==> config.mk <==
export PLATFORM = sky130hd
export DESIGN_NAME = countdown_ctrl
export DESIGN_NICKNAME = d
export VERILOG_FILES = /design/src/rtl/countdown_ctrl.sv
export SDC_FILE = /design/constraint.sdc
export NUM_CORES = 1
export LEC_CHECK = 0
export CAP_MARGIN = 25
export CORE_MARGIN = 5
export CORE_UTILIZATION = 43
export CTS_CLUSTER_SIZE = 16
export DETAILED_ROUTE_END_ITERATION = 8
export GPL_TIMING_DRIVEN = 0
export HOLD_SLACK_MARGIN = 0.1
export MAX_ROUTING_LAYER = met4
export PLACE_DENSITY = 0.86
export SLEW_MARGIN = 20
export SYNTH_ARGS = -nofsm -noshare
export SYNTH_HDL_FRONTEND = slang
export SYNTH_SLANG_ARGS = --single-unit
==> constraint.sdc <==
create_clock -name CLK -period 2 [get_ports CLK]
set_input_delay 0.3 -clock CLK [delete_from_list [all_inputs] [get_ports CLK]]
set_output_delay 0.3 -clock CLK [all_outputs]
set_load 0.01 [all_outputs]
==> src/rtl/countdown_ctrl.sv <==
// 8-bit countdown sequencer: loads N on START, ticks down to zero, pulses DONE,
// and optionally reloads for periodic operation.

module EQUAL_ZERO (
  input  logic [7:0] A,
  output logic       EQ
);
  assign EQ = ~(|A);
endmodule

module countdown_ctrl (
  input  logic       CLK,
  input  logic       RST,
  input  logic       START,
  input  logic [7:0] N,
  input  logic       AUTO,
  input  logic       HOLD,
  input  logic       ABORT,
  output logic [7:0] CNT,
  output logic       ZERO,
  output logic       TICK,
  output logic       BUSY,
  output logic       DONE
);

  typedef enum logic [1:0] {
    S_IDLE = 2'd0,
    S_RUN  = 2'd1,
    S_FIN  = 2'd2
  } state_t;

  state_t     r_state;
  state_t     w_state_nxt;
  logic [7:0] r_cnt;
  logic [7:0] w_cnt_nxt;
  logic       w_zero;
  logic       w_tick;

  EQUAL_ZERO u_eq_zero (
    .A  (r_cnt),
    .EQ (w_zero)
  );

  // Next-state, next-count and TICK decode; ABORT outranks the zero test,
  // which outranks HOLD, so HOLD never stalls the exit from a zero count.
  always_comb begin
    w_state_nxt = r_state;
    w_cnt_nxt   = r_cnt;
    w_tick      = 1'b0;
    case (r_state)
      S_IDLE: begin
        if (START) begin
          w_cnt_nxt   = N;
          w_state_nxt = S_RUN;
        end else begin
          w_cnt_nxt   = r_cnt;
        end
      end
      S_RUN: begin
        if (ABORT) begin
          w_cnt_nxt   = 8'd0;
          w_state_nxt = S_IDLE;
        end else if (w_zero) begin
          w_state_nxt = S_FIN;
        end else if (HOLD) begin
          w_cnt_nxt   = r_cnt;
        end else begin
          w_cnt_nxt   = r_cnt - 8'd1;
          w_tick      = 1'b1;
        end
      end
      S_FIN: begin
        if (AUTO) begin
          w_cnt_nxt   = N;
          w_state_nxt = S_RUN;
        end else begin
          w_state_nxt = S_IDLE;
        end
      end
      default: begin
        w_cnt_nxt   = 8'd0;
        w_state_nxt = S_IDLE;
      end
    endcase
  end

  // State and count registers with synchronous reset.
  always_ff @(posedge CLK) begin
    if (RST) begin
      r_state <= S_IDLE;
      r_cnt   <= 8'd0;
    end else begin
      r_state <= w_state_nxt;
      r_cnt   <= w_cnt_nxt;
    end
  end

  assign CNT  = r_cnt;
  assign ZERO = w_zero;
  assign TICK = w_tick;
  assign BUSY = (r_state == S_RUN) || (r_state == S_FIN);
  assign DONE = (r_state == S_FIN);

endmodule

==> metrics.txt <==
status=finished, final reports clean; final setup fails=0; Pwr Density=961 nW/µm²; Worst setup SP type=flop; total global routing overflow=0; synthesized area=716 µm²; Hold Vio Cnt, Final=0; clk sink count=10; die outline area=2580 µm²; Reg2Reg Depth=9; post-synthesis sequential area ratio=28.0%; Worst Skew=~0.0019 ns; CP endpoint kind=flop; WP depth=9; Synth Register Bits=10; routability congestion estimate=0.847; Final TNS setup=0 ns; peak supply drop=0.572 mV; Synth Warn #=0; final hold slack=about 0.50 ns; Static Leak=0.483 nW; vias in the first global route=between 800 and 900; initial antenna violation count=0; Max FO, Critical Path=6; clock period minus worst slack=between 1.5 and 2 ns; largest cells by area after synthesis=dfxtp_1 28%, ha_1 10%, a22oi_1 7.3%, or3_1 6.1%, a21oi_1 5.6%; die width=50.8 µm; Vias=a little under 800; drt pass-1 iters=4; layout cell share with drive strength beyond 1=28.2%; IO buf count=25; kind of critical path=flop to flop; slew margin rel.=69.1%; die height=around 51 µm; Area Overhead vs Synth=63.1%; Critical Path End=CNT[3]$_SDFFE_PP0P_; max cap viols=0; first-pass GRT wire length=between 3000 and 4000 µm; total power=1.12 mW; Critical-path top delay cell=dfxtp_2; initial detailed-routing violation count=11; critical-path cell list=inv_2, ha_4, nor2b_4, buf_6, a221oi_4, o21ai_2, buf_4, or3_4, a21oi_2; number of vias per cell=between 5 and 6; final worst slack=around 0.09 ns; Peak Freq=523 MHz; Mapped Nets=~110; FP Rows=14; Critical Path Max Stage Delay=approximately 0.36 ns; area leader, netlist=dfxtp_1; core footprint=1540 µm²; worst setup path start=r_state[1]$_SDFFE_PP0P_; CP required=2.19 ns; mean post-synth cell area=8.32 µm²; Worst Max-Slew Pin Slew=0.464 ns; Unique masters post-synth=29; WP data arrival=between 2 and 2.5 ns; reg-to-reg setup timing slack=0.09 ns; total routed wirelength=around 2100 µm; GRT Total Usage=17.5%; clk_lat worst skew=0.26 ns; crit share post-route=between 90% and 100%; CTS Buffer Depth=2; EDFF count, synth=0; CTS tree=done; io pins=26; CTS Buf Count=3; Crit Reg-Reg Startpoint=r_state[1]$_SDFFE_PP0P_; prevailing post-synth register cell=dfxtp_1; CP top delay family=compound AO/OA/AOI/OAI gates; DPL Wire Length=1460 µm; fraction of registers with async set/reset=0%; diode count=0; post-synthesis instance total=86; Slew Viols, Final=0; final net count=about 150; r2r endpoint=CNT[3]$_SDFFE_PP0P_; Util after Layout=75.7%; top-area cell type share of the netlist area=28.0%; WL/cell=roughly 15 µm; Post-DRT Antenna Nets=0; largest net degree at the start of global routing=11; Worst Path Buf+Inv=3; CTS H-tree lvls=1; RSZ-0062 raised after global routing=no; worst slack, placed=-0.137 ns; CTS root buffer=clkbuf_4; Hold Crit Class=flop to flop; Initial Util=46.4%; Worst-path clk slew=0.08 ns; DR DRC count=0
-- power breakdown --
part / total [mW] / switching (mW) / internal (mW)
combinational: 0.631 / 0.282 / 0.349
clock: 0.185 / 0.0752 / 0.110
sequential: 0.306 / 0.0634 / 0.242
-- worst min-delay path by stage --
stage / startpoint / endpoint / slack (ns) / depth (start not counted)
floorplan: N[5] / CNT[5]$_SDFFE_PP0P_ / 0.50 / 2
global placement: CNT[0]$_SDFFE_PP0P_ / CNT[0]$_SDFFE_PP0P_ / 0.50 / 2
detailed placement: CNT[1]$_SDFFE_PP0P_ / CNT[1]$_SDFFE_PP0P_ / 0.51 / 2
CTS: CNT[1]$_SDFFE_PP0P_ / CNT[1]$_SDFFE_PP0P_ / 0.52 / 2
global route: CNT[0]$_SDFFE_PP0P_ / CNT[0]$_SDFFE_PP0P_ / 0.55 / 2
finish: CNT[0]$_SDFFE_PP0P_ / CNT[0]$_SDFFE_PP0P_ / 0.50 / 2
-- synth_stat cells, types with 3 or more instances --
library cell / instances
nor2_1: 4
dfxtp_1: 10
a21oi_1: 8
ha_1: 6
xor2_1: 4
or3_1: 7
nand2_1: 6
a22oi_1: 7
inv_1: 6
o21ai_0: 3
nand3b_1: 3
-- kinds of logic (layout without fill, tap and decap cells) --
family,count (synthesis),count (layout),share of synthesized area (%)
AO/OA/AOI/OAI,21,21,18.5
XOR/XNOR,6,6,7.34
flip-flops,10,10,28.0
AND/OR/NAND/NOR,32,32,27.4
adder cells (fa/ha/maj),6,6,10.5
buffers and inverters,10,48,6.82
multiplexers,1,1,1.40
-- sequential cells by signal, summed over array words and instances (netlist names) --
register	count
r_state	2
CNT	8
-- layout by cell type, fill, tap and decap left out, types with 2 or more instances in the layout --
cell type	n
dlygate4sd2_1	2
nor2_1	4
clkbuf_4	3
xor2_1	4
nand3b_1	3
clkdlybuf4s50_1	23
or3_4	3
xnor2_1	2
a21oi_1	5
nor3_1	2
dfxtp_2	4
nand2_1	6
o21ai_0	3
a21oi_2	3
buf_6	2
dfxtp_1	5
inv_1	5
buf_4	9
a22oi_1	7
or3_1	4
ha_1	5
-- layout make-up --
class | instances | area (µm²)
buffer | 3 | 26.3
clock buffer | 4 | 36.3
fill | 114 | 374
inverter | 6 | 22.5
multi-input combinational | 66 | 533
sequential | 10 | 209
tap | 16 | 20.0
timing repair buffer | 35 | 320
-- worst reg2reg max path, cell delays in order (launching register included) --
cell and delay [ns]:
dfxtp_2 0.36, inv_2 0.06, ha_4 0.16, nor2b_4 0.12, buf_6 0.13, a221oi_4 0.26, o21ai_2 0.13, buf_4 0.16
or3_4 0.36, a21oi_2 0.11
-- repair_timing --
item / CTS / global route
hold buffers: 0 / 0
gates resized for setup: 7 / 16
endpoints found under the setup margin: 4 / 9
setup buffers: 3 / 7
pin swaps: 2 / 8
-- routing by layer --
metal	share of wire [%]	up-vias	track usage (%)
li1	-	378	-
met1	42	369	18.2
met2	50	31	30.0
met3	5.8	4	4.44
met4	1.5	0	8.51
met5	0	-	-
-- per-stage QoR --
step / cell area, µm² / instances
detailed placement: 986 / 127
floorplan: 716 / 86
CTS: 1050 / 134
finish: 1170 / 140
global placement: 986 / 127
global route: 1170 / 140
Note: power is estimated with default switching activity, not from simulation.
